### src/rtl/cacheline_adaptor_pkg.sv
// Shared widths for the cache-line to burst-memory adaptor.
package cacheline_adaptor_pkg;

   localparam int LINE_W   = 256;
   localparam int BURST_W  = 64;
   localparam int BEATS    = LINE_W / BURST_W;
   localparam int OFFSET_W = 5;
   localparam int CNT_W    = $clog2(BEATS);

   // Clear the byte offset so the burst always starts on a line boundary.
   function automatic logic [31:0] line_align(input logic [31:0] addr);
      return {addr[31:OFFSET_W], {OFFSET_W{1'b0}}};
   endfunction

endpackage

### src/rtl/cacheline_adaptor.sv
// Converts one whole-line read/write from the cache arbiter into a 4-beat
// burst on the 64-bit memory port. One transaction in flight, no queuing.
//
// state   | meaning
// --------+-------------------------------------------------------------
// S_IDLE  | waiting; the only state where line requests are sampled
// S_READ  | mem_read_o high, capturing one beat per mem_resp_i
// S_WRITE | mem_write_o high, presenting the beat selected by the counter
// S_DONE  | line_resp_o pulse for one cycle, then back to S_IDLE
module cacheline_adaptor
   import cacheline_adaptor_pkg::*;
(
   input  logic               clk,
   input  logic               rst,
   input  logic [31:0]        line_addr_i,
   input  logic [LINE_W-1:0]  line_wdata_i,
   input  logic               line_read_i,
   input  logic               line_write_i,
   output logic [LINE_W-1:0]  line_rdata_o,
   output logic               line_resp_o,
   output logic [31:0]        mem_addr_o,
   input  logic [BURST_W-1:0] mem_rdata_i,
   output logic [BURST_W-1:0] mem_wdata_o,
   output logic               mem_read_o,
   output logic               mem_write_o,
   input  logic               mem_resp_i
);

   typedef enum logic [1:0] {
      S_IDLE  = 2'd0,
      S_READ  = 2'd1,
      S_WRITE = 2'd2,
      S_DONE  = 2'd3
   } state_t;

   state_t             r_state;
   state_t             w_next;
   logic [CNT_W-1:0]   r_cnt;
   logic [31:0]        r_addr;
   logic [LINE_W-1:0]  r_wline;
   logic [LINE_W-1:0]  r_rline;
   logic               w_last_beat;

   assign w_last_beat = mem_resp_i && (r_cnt == CNT_W'(BEATS - 1));

   // State register; reset abandons any burst without signalling upstream.
   always_ff @(posedge clk or posedge rst) begin
      if (rst) begin
         r_state <= S_IDLE;
      end else begin
         r_state <= w_next;
      end
   end

   // Next-state logic; write takes priority when both requests are raised.
   always_comb begin
      w_next = r_state;
      case (r_state)
         S_IDLE: begin
            if (line_write_i) begin
               w_next = S_WRITE;
            end else if (line_read_i) begin
               w_next = S_READ;
            end
         end
         S_READ: begin
            if (w_last_beat) begin
               w_next = S_DONE;
            end
         end
         S_WRITE: begin
            if (w_last_beat) begin
               w_next = S_DONE;
            end
         end
         S_DONE: begin
            w_next = S_IDLE;
         end
         default: begin
            w_next = S_IDLE;
         end
      endcase
   end

   // Outputs decoded from registered state only, so no line_* input reaches mem_*.
   always_comb begin
      mem_read_o  = 1'b0;
      mem_write_o = 1'b0;
      line_resp_o = 1'b0;
      mem_wdata_o = '0;
      case (r_state)
         S_READ: begin
            mem_read_o = 1'b1;
         end
         S_WRITE: begin
            mem_write_o = 1'b1;
            mem_wdata_o = r_wline[BURST_W*r_cnt +: BURST_W];
         end
         S_DONE: begin
            line_resp_o = 1'b1;
         end
         default: begin
            mem_read_o = 1'b0;
         end
      endcase
   end

   // Datapath: latch request, count beats, assemble read line in place.
   always_ff @(posedge clk or posedge rst) begin
      if (rst) begin
         r_cnt   <= '0;
         r_addr  <= '0;
         r_wline <= '0;
         r_rline <= '0;
      end else begin
         case (r_state)
            S_IDLE: begin
               if (line_write_i) begin
                  r_addr  <= line_align(line_addr_i);
                  r_wline <= line_wdata_i;
                  r_cnt   <= '0;
               end else if (line_read_i) begin
                  r_addr  <= line_align(line_addr_i);
                  r_cnt   <= '0;
               end
            end
            S_READ: begin
               if (mem_resp_i) begin
                  r_rline[BURST_W*r_cnt +: BURST_W] <= mem_rdata_i;
                  r_cnt <= r_cnt + 1'b1;
               end
            end
            S_WRITE: begin
               if (mem_resp_i) begin
                  r_cnt <= r_cnt + 1'b1;
               end
            end
            default: begin
               r_cnt <= r_cnt;
            end
         endcase
      end
   end

   assign mem_addr_o   = r_addr;
   assign line_rdata_o = r_rline;

endmodule

### config.mk
export PLATFORM = sky130hd
export DESIGN_NAME = cacheline_adaptor
export DESIGN_NICKNAME = d
export VERILOG_FILES = /design/src/rtl/cacheline_adaptor_pkg.sv /design/src/rtl/cacheline_adaptor.sv
export SDC_FILE = /design/constraint.sdc
export NUM_CORES = 1
export LEC_CHECK = 0
export ABC_AREA = 1
export ABC_CLOCK_PERIOD_IN_PS = 27800
export CORE_AREA = 5 5 351 181
export DETAILED_ROUTE_END_ITERATION = 10
export DIE_AREA = 0 0 356 186
export PLACE_DENSITY = 0.69
export RECOVER_POWER = 25
export SYNTH_ARGS = -nofsm -noshare
export SYNTH_HDL_FRONTEND = slang
export SYNTH_SLANG_ARGS = --single-unit
### constraint.sdc
create_clock -name clk -period 27.8 [get_ports clk]
set_clock_uncertainty 0.05 [all_clocks]
set_input_delay 4.17 -clock clk [delete_from_list [all_inputs] [get_ports clk]]
set_output_delay 4.17 -clock clk [all_outputs]
set_load 0.01 [all_outputs]
# After elaboration in Yosys (flattened, before gate mapping)
# Index checks and enable logic that the tools add are counted.
# word_totals
reg_bits,548
in_bits,357
out_inout_bits,355
# classes
add_sub_neg,2
n_eq_ne,7
shift,3
muxes,15
reduce_logical,10
# op_table
op,n
$bwmux W256,1
$shift A64 B34 Y256 const A,1
$shiftx A256 B9 Y64,1
$shiftx A64 B34 Y256,1
$mux W32,2
$mux W64,1
$neg A8 Y34,1
$mux W2,6
$reduce_and A2 Y1,4
$eq A2 B2 Y1 const B,3
$pmux W2 S3,1
$ne A2 B1 Y1 const B,2
$pmux W2 S2,1
$reduce_bool A2 Y1,2
$mux W1,3
$ne A3 B3 Y1 const B,1
$reduce_and A3 Y1,1
$add A2 B1 Y2 const B,1
$eq A2 B1 Y1 const B,1
$logic_not A2 Y1,1
$reduce_or A2 Y1,1
$logic_and A1 B1 Y1,1

# Logic depth before layout (Yosys ltp)
# depth
word_depth,4
ltp_mapped,12
mapped_depth_nobuf,8

# Worst setup path before layout
# OpenSTA, ideal clock, no wires.
# synth_path
kind,reg-to-output
from,reg r_state[0]
to,out mem_wdata_o[10]
t_arrival_ns,1.220
required_time_ns,23.580
path_slack_ns,22.360
stages_incl_launch_ff,6
n_path_buf,1
cell_sequence,dfrtp_1 > inv_1 > ha_1 > inv_2 > clkbuf_1 > a21oi_1
# synth_between
elab_chain_cells,2
# synth_lines
item,line_no,source
from (decl),cacheline_adaptor.sv:36,state_t r_state;
from (signal assigned),cacheline_adaptor.sv:51,r_state <= w_next;
$eq A2 B2 Y1,cacheline_adaptor.sv:91,case (r_state)
$mux W64,cacheline_adaptor.sv:91,
to (decl),cacheline_adaptor.sv:23,"output logic [BURST_W-1:0] mem_wdata_o,"
# Every way passes these cells.

==> flow_summary.yaml <==
route:
  first_iter_violations: 1926
  viasPerCell: 4.862
  drc: 0
  first_pass_iters: 6
  ant_nets: 0
  wl_per_cell_um: 19.22
  num_vias: 21185
  routed_wirelength_um: 83760
timing:
  rsz0062_at_grt: "false"
  postLayoutSetupSlackWorst_ns: 17.34
  finalSetupTns_ns: 0
  worstMarginPinSlew_ns: 5.118
  layout_min_cycle_time_ns: 10.46
  max_freq_mhz: 95.58
  whs_ns: 0.4221
  finalSetupViolCount: 0
  hold_violations: 0
  post-route-period-util_pct: 37.63
  maxSlewHeadroom_pct: -241.2
  report.final.slew_viol_count: 489
worst_setup_path:
  critPathSlowestCell: "clkinvlp_2"
  crit_family: "buffers and inverters"
  cp-start-kind: "input port"
  worstPathCellList: "dlygate4sd3_1 > clkinvlp_2 > clkbuf_1 > buf_4"
  cp_num_buf_inv: 4
  arrival_ns: 11.01
  critPathMaxStageDelay_ns: 2.79
  cp.required_ns: 28.35
  end_kind: "asynchronous set/reset pin"
  critical_path_class: "input port to asynchronous set/reset pin"
  critPathMaxFanout: 113
finish:
  nNetsFinal: 3855
  register_area_mm2: 0.01359
  area_growth_pct: 37.96
  multi_input_area_mm2: 0.007919
  fin_cells: 4357
  fill_cells: 5597
  drive_above_1_share_pct: 3.270
  postLayoutCellArea_mm2: 0.03274
  fin_util_pct: 54.37
die:
  io_pins: 712
  core_region_area_mm2: 0.06022
  die_y_um: 186
  start_util_pct: 39.41
  placementRows: 64
  die_w_um: 356
  die-area_mm2: 0.06622
global_routing:
  grt_pass1_wl_um: 125300
  grt_usage_pct: 24.38
  antenna_found_initial: 20
  overflow: 0
  grt_pass1_vias: 20377
  grt_max_degree: 267
clocking:
  cts_tree: "yes"
  cts_root_buffer: "clkbuf_16"
  clockBufferDepth: 3
  cts-resized-gates: 0
  clock-sinks: 543
  post_cts_hold_buffer_count: 0
  path_clk_slew_ns: 0.06
  post_cts_buffers: 0
  clk_latency_ns: 0.57
  h-tree-depth: 2
  cts_made_buffers: 51
pwr:
  p_total_mw: 3.097
  pwr-share-clk_pct: 23.2
  switchingPower_mw: 1.151
  cellPowerDensity_mw_per_mm2: 94.61
  p_int_mw: 1.947
  power_frac_seq_pct: 37.4
  worst_ir_drop_vdd_uv: 52.81
  p_comb_share_pct: 39.4
  p_sw_share_pct: 37.15
  power.leakage_nw: 16.03
placed_design:
  pre_cts_slack_ns: 20.17
  port_buffers: 701
  hpwlAfterDp_um: 56620
  placed_cells: 4260
  placed_cell_area_mm2: 0.03110
  gp_congestion: 0.8555
synthesis:
  ys_seq_area_share_pct: 57.26
  netlist_instances: 2896
  syn_avg_cell_area_um2: 8.194
  yosys_warnings: 0
  netlist_area_mm2: 0.02373
  ys_ff_latch: 543
  synthDistinctLibCells: 22
job:
  maxCapViolations: 6
status:
  status: "finished with violations"
  violations: "capacitance limit, slew limit"
worst_hold_path:
  hp-class: "flop to flop"
[logic make-up (layout without fill, tap and decap cells)]
logic type | after synthesis | count (layout) | synth area share (%)
AOI/OAI and AO/OA | 479 | 479 | 10.12
DFF | 543 | 543 | 57.26
buffers and inverters | 534 | 1151 | 9.464
and+or+nand+nor | 1329 | 1329 | 22.61
adders and majority gates | 10 | 10 | 0.5273
other | 1 | 20 | 0.01580
[path summary, 6_finish.rpt]
check | from | end | slack, ns | cells after the start
setup / recovery | rst | r_wline[185] | 17.34 | 4
hold / removal | line_rdata_o[14] | line_rdata_o[14] | 0.42 | 2
setup reg to reg | r_cnt[0] | line_rdata_o[80] | 22.27 | 6
hold reg to reg | line_rdata_o[14] | line_rdata_o[14] | 0.42 | 2
max in group clk | line_write_i | r_wline[164] | 18.83 | 5
min in group asynchronous | rst | line_rdata_o[210] | 5.53 | 2
[power groups by stage]
stage                     sequential (mW)  clock (mW)  combinational, mW
after floorplan                      1.18           0              0.692
after global placement               1.16           0               1.21
after detailed placement             1.17           0               1.23
after CTS                            1.16       0.738               1.23
after global routing                 1.18       0.774               1.35
final                                1.16       0.719               1.22
[synthesized netlist by cell type]
cell        n  area, um2
a21oi_1   320       1602
buf_1       5      18.77
buf_2     105      525.5
buf_4      26      195.2
buf_6       1      11.26
clkbuf_1   52      195.2
conb_1      1      3.750
dfrtp_1   543      13590
ha_1       10      125.1
inv_1     339       1272
inv_2       4      15.01
inv_4       2      12.51
nand2_1   754       2830
nand2_2     4      25.02
nand3_1   258       1291
nand3_4     2      35.03
nor2_1    306       1149
nor2_2      4      25.02
nor2_4      1      11.26
o21ai_0   129      645.6
o21ai_1    29      145.1
o21ai_2     1      8.760
[flip-flops by register name, summed over array words and instances (netlist names)]
signal,flops
line_rdata_o,256
r_wline,256
mem_addr_o,27
r_cnt,2
r_state,2
[worst reg2reg max path: cells and delay by family, from the launching register on]
family                     cells  cell delay [ns]
AOI/OAI and AO/OA              1             1.01
and+or+nand+nor                2             2.01
DFF                            1             1.12
adders and majority gates      1             0.53
buffers and inverters          2             0.65
[layout make-up]
class	instances	area share (%)
flip-flops and latches	543	41.52
multi-input cells	1823	24.19
repair buffers	724	21.98
clock buffers	72	4.605
inverters	345	3.971
well taps	825	3.153
clock inverters	10	0.4701
diodes	15	0.1147
[routing by layer]
metal | track usage [%] | up-vias | wire length [um]
met3 | 6.208 | 159 | 6052
met2 | 37.51 | 717 | 37990
met1 | 33.70 | 10086 | 37030
met5 | 0 | - | 72
met4 | 8.701 | 10 | 2616
li1 | - | 10213 | -
[cells in the final DEF (no fill, tap or decap), drive strengths merged]
cell type | Yosys | layout
a21oi | 320 | 320
buf | 137 | 21
bufinv | 0 | 4
clkbuf | 52 | 74
clkdlybuf4s50 | 0 | 650
clkinv | 0 | 6
clkinvlp | 0 | 2
conb | 1 | 5
dfrtp | 543 | 543
diode | 0 | 15
dlygate4sd3 | 0 | 51
ha | 10 | 10
inv | 345 | 343
nand2 | 758 | 758
nand3 | 260 | 260
nor2 | 311 | 311
o21ai | 159 | 159
(Power assumes the default switching activity.)
==> RTL edit 1, RTL diff (same flow settings) <==
Register the output `mem_wdata_o`, with the module's reset; this adds one clock of latency there. The other outputs are not delayed to match.
--- a/src/rtl/cacheline_adaptor.sv
+++ b/src/rtl/cacheline_adaptor.sv
@@ -34,2 +34,4 @@
    } state_t;
+
+   logic [BURST_W-1:0] mem_wdata_d;
 
@@ -89,3 +91,3 @@
       line_resp_o = 1'b0;
-      mem_wdata_o = '0;
+      mem_wdata_d = '0;
       case (r_state)
@@ -96,3 +98,3 @@
             mem_write_o = 1'b1;
-            mem_wdata_o = r_wline[BURST_W*r_cnt +: BURST_W];
+            mem_wdata_d = r_wline[BURST_W*r_cnt +: BURST_W];
          end
@@ -147,2 +149,10 @@
 
+   always_ff @(posedge clk or posedge rst) begin
+      if (rst) begin
+         mem_wdata_o <= '0;
+      end else begin
+         mem_wdata_o <= mem_wdata_d;
+      end
+   end
+
 endmodule
Check against the original RTL: not settled (the Yosys comparison gave no result); the edit may change what the design does.
==> RTL edit 1 against the unedited design <==
The flow still finishes with violations (capacitance limit, slew limit); via count increased by 1.8%; highest routed layer unchanged; power increased by 6.8%; setup slack worse by 1.0 ns; critical path type is now flip-flop to flip-flop; core utilization is 2.8 points higher; routed wire length hardly changed; area after synthesis rose by 6.5%; final area grew 5.2%; sequential cell count rose by 64; critical path depth increased by 1; clock power rose by 6.4%; critical endpoint is now line_rdata_o[94]; die area is the same.
==> RTL edit 1: results (changes against the unedited design) <==
INFO  metric outcome = finished, violations left (unchanged)
INFO  metric violations = capacitance limit, slew limit (unchanged)
INFO  metric area_of_placed_instances = 32700 µm² (was 31100 µm²)
INFO  metric clock_insertion_delay_worst_skew = 0.60 ns (was 0.57 ns)
INFO  metric pre_cts_ws = 18.85 ns (was 20.17 ns)
INFO  metric worst_path_max_delay_cell = sky130_fd_sc_hd__clkbuf_1 (was sky130_fd_sc_hd__clkinvlp_2)
INFO  metric cp.arrival = 11.88 ns (was 11.01 ns)
INFO  metric layout.nets = 3924 (was 3855)
INFO  metric leakagePower = 17.0 nW (was 16.0 nW)
INFO  metric post-place-cells = 4325 (was 4260)
INFO  metric maximum_number_of_pins_on_one_net_before_global_route_repair = 197 (was 267)
INFO  metric maxCapViolCount = 5 (was 6)
INFO  metric routedLengthMet1 = 37.3 mm (was 37.0 mm)
INFO  metric synth.yosys.seq_area_share = 0.601 (was 0.573)
INFO  metric antenna_violations_before_repair = 14 (was 20)
INFO  metric worst-path-max-fanout = 196 (was 113)
INFO  metric max-slew-margin-rel = -6.27 (was -2.41)
INFO  metric pwr_density_cell = 96.0 nW/µm² (was 94.6 nW/µm²)
INFO  metric synthCells = 2960 (was 2896)
INFO  metric layout-drive-gt1-share = 0.0339 (was 0.0327)
INFO  metric peakVddDrop = 0.0000724 V (was 0.0000528 V)
INFO  metric wl_met3 = 5.27 mm (was 6.05 mm)
INFO  metric timing.reg2reg.worst_path_depth = 5 (was 6)
INFO  metric wl_met2 = 38.5 mm (was 38.0 mm)
INFO  metric drt-wirelength-per-cell = 18.9 µm (was 19.2 µm)
INFO  metric drt-pass1-iter-count = 5 (was 6)
INFO  metric maxSlewViolCount = 569 (was 489)
INFO  metric groute.usage.overall = 0.246 (was 0.244)
INFO  metric wire_length_of_the_first_global_routing_pass = 127 mm (was 125 mm)
INFO  metric place.detailed.hpwl = 55.6 mm (was 56.6 mm)
INFO  metric fraction_of_registers_with_async_set_reset = 1.00 (unchanged)
INFO  metric routed-via-count = 21576 (was 21185)
INFO  metric iter_0_drt_violations = 1801 (was 1926)
INFO  metric vias_in_the_first_global_route = 20743 (was 20377)
INFO  metric netlist_top_cells_count = sky130_fd_sc_hd__nand2_1 (757), sky130_fd_sc_hd__dfrtp_1 (607), sky130_fd_sc_hd__inv_1 (339) (was sky130_fd_sc_hd__nand2_1 (754), sky130_fd_sc_hd__dfrtp_1 (543), sky130_fd_sc_hd__inv_1 (339))
INFO  metric synth.distinct_cells = 21 (was 22)
INFO  metric netlist_top_cells_area = sky130_fd_sc_hd__dfrtp_1 (60%), sky130_fd_sc_hd__nand2_1 (11%), sky130_fd_sc_hd__a21oi_1 (6.3%), sky130_fd_sc_hd__nand3_1 (5.1%), sky130_fd_sc_hd__inv_1 (5.0%) (was sky130_fd_sc_hd__dfrtp_1 (57%), sky130_fd_sc_hd__nand2_1 (12%), sky130_fd_sc_hd__a21oi_1 (6.7%), sky130_fd_sc_hd__nand3_1 (5.4%), sky130_fd_sc_hd__inv_1 (5.4%))
INFO  metric cts_made_buffers = 55 (was 51)
INFO  metric fin_cells = 4435 (was 4357)
[RTL edit 1: changes by cell type in the layout (fill, tap and decap cells not counted), moves of 3 or more]
| cell | before | now |
|---|---|---|
| sky130_fd_sc_hd__inv_6 | 0 | 3 |
| sky130_fd_sc_hd__clkbuf_8 | 11 | 14 |
| sky130_fd_sc_hd__clkbuf_1 | 10 | 18 |
| sky130_fd_sc_hd__dlygate4sd3_1 | 51 | 68 |
| sky130_fd_sc_hd__dfrtp_1 | 541 | 605 |
| sky130_fd_sc_hd__clkdlybuf4s50_1 | 650 | 633 |
| sky130_fd_sc_hd__o21ai_1 | 2 | 5 |
[RTL edit 1: routing by layer]
layer / vias to the layer above / GRT usage
met5: - / 0
met4: 6 / 0.0808
met3: 151 / 0.0530
met2: 644 / 0.383
met1: 10359 / 0.347
li1: 10416 / -
[RTL edit 1: worst paths after layout]
check / end / from / slack [ns]
setup / recovery: line_rdata_o[94] / r_cnt[0] / 16.29
hold / removal: line_rdata_o[154] / line_rdata_o[154] / 0.42
setup reg to reg: line_rdata_o[94] / r_cnt[0] / 16.29
hold reg to reg: line_rdata_o[154] / line_rdata_o[154] / 0.42
max in group asynchronous: line_rdata_o[253] / rst / 16.94
min in group asynchronous: mem_addr_o[5] / rst / 5.70
[RTL edit 1: layout make-up]
cell class / count / area share
Antenna cell: 13 / 0.000945
Clock buffer: 85 / 0.0473
Clock inverter: 12 / 0.00385
Inverter: 345 / 0.0377
Multi-Input combinational cell: 1823 / 0.230
Sequential cell: 607 / 0.441
Tap cell: 825 / 0.0300
Timing Repair Buffer: 725 / 0.209
[RTL edit 1: worst reg2reg max path, cell delays in order, from the launching register on]
cell	delay, ns
sky130_fd_sc_hd__dfrtp_4	0.42
sky130_fd_sc_hd__clkbuf_1	7.57
sky130_fd_sc_hd__ha_1	1.07
sky130_fd_sc_hd__nand2_1	1.62
sky130_fd_sc_hd__nand2_1	0.44
sky130_fd_sc_hd__o21ai_0	0.18
[RTL edit 1: kinds of logic after synthesis]
family | count (synthesis) | share of synthesized area
AND/OR/NAND/NOR | 1329 | 0.212
AO/OA/AOI/OAI | 479 | 0.0950
flip-flops | 607 | 0.601
buffers and inverters | 534 | 0.0871
other | 1 | 0.000148
adder cells (fa/ha/maj) | 10 | 0.00495
[RTL edit 1: power by group]
| part | internal (W) | total [W] | switching, W |
|---|---|---|---|
| Clock | 0.000421 | 0.000765 | 0.000344 |
| Sequential | 0.00118 | 0.00128 | 0.0000994 |
| Combinational | 0.000503 | 0.00126 | 0.000757 |
==> RTL edit 2, RTL diff (same settings) <==
Without the edit above. The package constant `BURST_W` goes from 64 to 128.
--- a/src/rtl/cacheline_adaptor_pkg.sv
+++ b/src/rtl/cacheline_adaptor_pkg.sv
@@ -4,3 +4,3 @@
    localparam int LINE_W   = 256;
-   localparam int BURST_W  = 64;
+   localparam int BURST_W  = 128;
    localparam int BEATS    = LINE_W / BURST_W;
Interface: changed (resized mem_rdata_i and mem_wdata_o); port bits go from 712 to 840. No check against the original RTL was run, so the function may have changed too.
==> RTL edit 2 against the unedited design <==
The flow still finishes with violations (capacitance limit, slew limit); final area grew 0.27%; cell count decreased by 2.7%; sequential cell count is 1 lower; power grew 18%; routed wire length up 6.2%; combinational power is 30% higher; hold slack lost 0.0066 ns; setup slack got worse by 4.1 ns; area after synthesis decreased by 4.8%; maximum frequency decreased by 28%; synthesized cell count shrank 8.5%; count of clock-buffer cells in the layout is 6 higher; largest cell class unchanged.
==> RTL edit 2: results (changes against the unedited design) <==
INFO  metric outcome = finished, violations left (unchanged)
INFO  metric violations = capacitance limit, slew limit (unchanged)
INFO  metric netlist_top_cells_area = sky130_fd_sc_hd__dfrtp_1 (60%), sky130_fd_sc_hd__nand2_1 (13%), sky130_fd_sc_hd__o21ai_0 (6.4%), sky130_fd_sc_hd__nand3_1 (5.8%), sky130_fd_sc_hd__nor2_1 (4.3%) (was sky130_fd_sc_hd__dfrtp_1 (57%), sky130_fd_sc_hd__nand2_1 (12%), sky130_fd_sc_hd__a21oi_1 (6.7%), sky130_fd_sc_hd__nand3_1 (5.4%), sky130_fd_sc_hd__inv_1 (5.4%))
INFO  metric cp-startpoint = line_write_i (was rst)
INFO  metric routedLengthMet1 = 37.9 mm (was 37.0 mm)
INFO  metric wire_length_of_the_first_global_routing_pass = 129 mm (was 125 mm)
INFO  metric maximum_number_of_pins_on_one_net_before_global_route_repair = 170 (was 267)
INFO  metric worst-r2r-setup-slack = 22.28 ns (was 22.27 ns)
INFO  metric worstHoldEndpoint = r_wline[85] (was line_rdata_o[14])
INFO  metric netlist_top_cells_count = sky130_fd_sc_hd__nand2_1 (811), sky130_fd_sc_hd__dfrtp_1 (542), sky130_fd_sc_hd__o21ai_0 (289) (was sky130_fd_sc_hd__nand2_1 (754), sky130_fd_sc_hd__dfrtp_1 (543), sky130_fd_sc_hd__inv_1 (339))
INFO  metric antenna_violations_before_repair = 25 (was 20)
INFO  metric slowest_stage_delay_cp = 5.63 ns (was 2.79 ns)
INFO  metric wl_met3 = 5.93 mm (was 6.05 mm)
INFO  metric grt.met2_usage = 0.421 (was 0.375)
INFO  metric place.detailed.hpwl = 64.6 mm (was 56.6 mm)
INFO  metric wirelength_routed = 89.0 mm (was 83.8 mm)
INFO  metric comb_power_share = 0.432 (was 0.394)
INFO  metric cp-endpoint = r_wline[113] (was r_wline[185])
INFO  metric worst_path_max_delay_cell = sky130_fd_sc_hd__clkbuf_1 (was sky130_fd_sc_hd__clkinvlp_2)
INFO  metric drt-pass1-iter-count = 5 (was 6)
INFO  metric vias_in_the_first_global_route = 19543 (was 20377)
INFO  metric iter_0_drt_violations = 2053 (was 1926)
INFO  metric leakagePower = 16.0 nW (about the same)
INFO  metric min_from = r_wline[85] (was line_rdata_o[14])
INFO  metric synth.yosys.seq_area_share = 0.600 (was 0.573)
INFO  metric timing.reg2reg.worst_path_depth = 7 (was 6)
INFO  metric port_buffers = 829 (was 701)
INFO  metric gr-usage-met1 = 0.351 (was 0.337)
INFO  metric max-slew-margin-rel = -4.19 (was -2.41)
INFO  metric switching_share = 0.379 (was 0.371)
INFO  metric worst-path-max-fanout = 169 (was 113)
INFO  metric maxSlewViolCount = 686 (was 489)
INFO  metric synth.distinct_cells = 16 (was 22)
INFO  metric area_of_placed_instances = 31200 µm² (was 31100 µm²)
INFO  metric maxCapViolCount = 7 (was 6)
-- RTL edit 2: changes by cell type after synthesis, moves of 3 or more --
cell / change
sky130_fd_sc_hd__inv_1: -177
sky130_fd_sc_hd__nor2_1: -48
sky130_fd_sc_hd__inv_2: -3
sky130_fd_sc_hd__clkbuf_1: -11
sky130_fd_sc_hd__buf_4: -14
sky130_fd_sc_hd__a21oi_1: -320
sky130_fd_sc_hd__nand2_2: -4
sky130_fd_sc_hd__buf_1: -5
sky130_fd_sc_hd__nand2_1: +57
sky130_fd_sc_hd__o21ai_1: +94
sky130_fd_sc_hd__buf_2: +36
sky130_fd_sc_hd__ha_1: -5
sky130_fd_sc_hd__o21ai_0: +160
sky130_fd_sc_hd__nor2_2: -4
-- RTL edit 2: per-stage QoR --
step	hold slack, ns	instances	setup WS (ns)	util	total power (W)
2_1_floorplan	0.387	2653	8.43	-	0.00212
5_1_grt	0.427	4236	12.66	0.545	0.00391
3_3_place_gp	0.399	4133	20.03	0.519	0.00296
6_report	0.415	4241	13.23	0.545	0.00365
4_1_cts	0.419	4225	19.40	0.546	0.00370
3_5_place_dp	0.403	4133	20.03	0.519	0.00299
-- RTL edit 2: layout make-up --
class / count / area, µm² / share of cell area
antenna: 16 / 40.0 / 0.00122
clock buffer: 78 / 1490 / 0.0453
clock inverter: 14 / 134 / 0.00408
inverter: 163 / 616 / 0.0188
multi-input combinational: 1754 / 7500 / 0.228
sequential: 542 / 13600 / 0.413
tap: 825 / 1030 / 0.0314
timing repair buffer: 849 / 8450 / 0.257
-- RTL edit 2: kinds of logic after synthesis --
logic type      synth area share
compound gates            0.0920
fa+ha+maj                0.00277
buf+inv                   0.0691
flops                      0.600
other cells             0.000166
simple gates               0.236
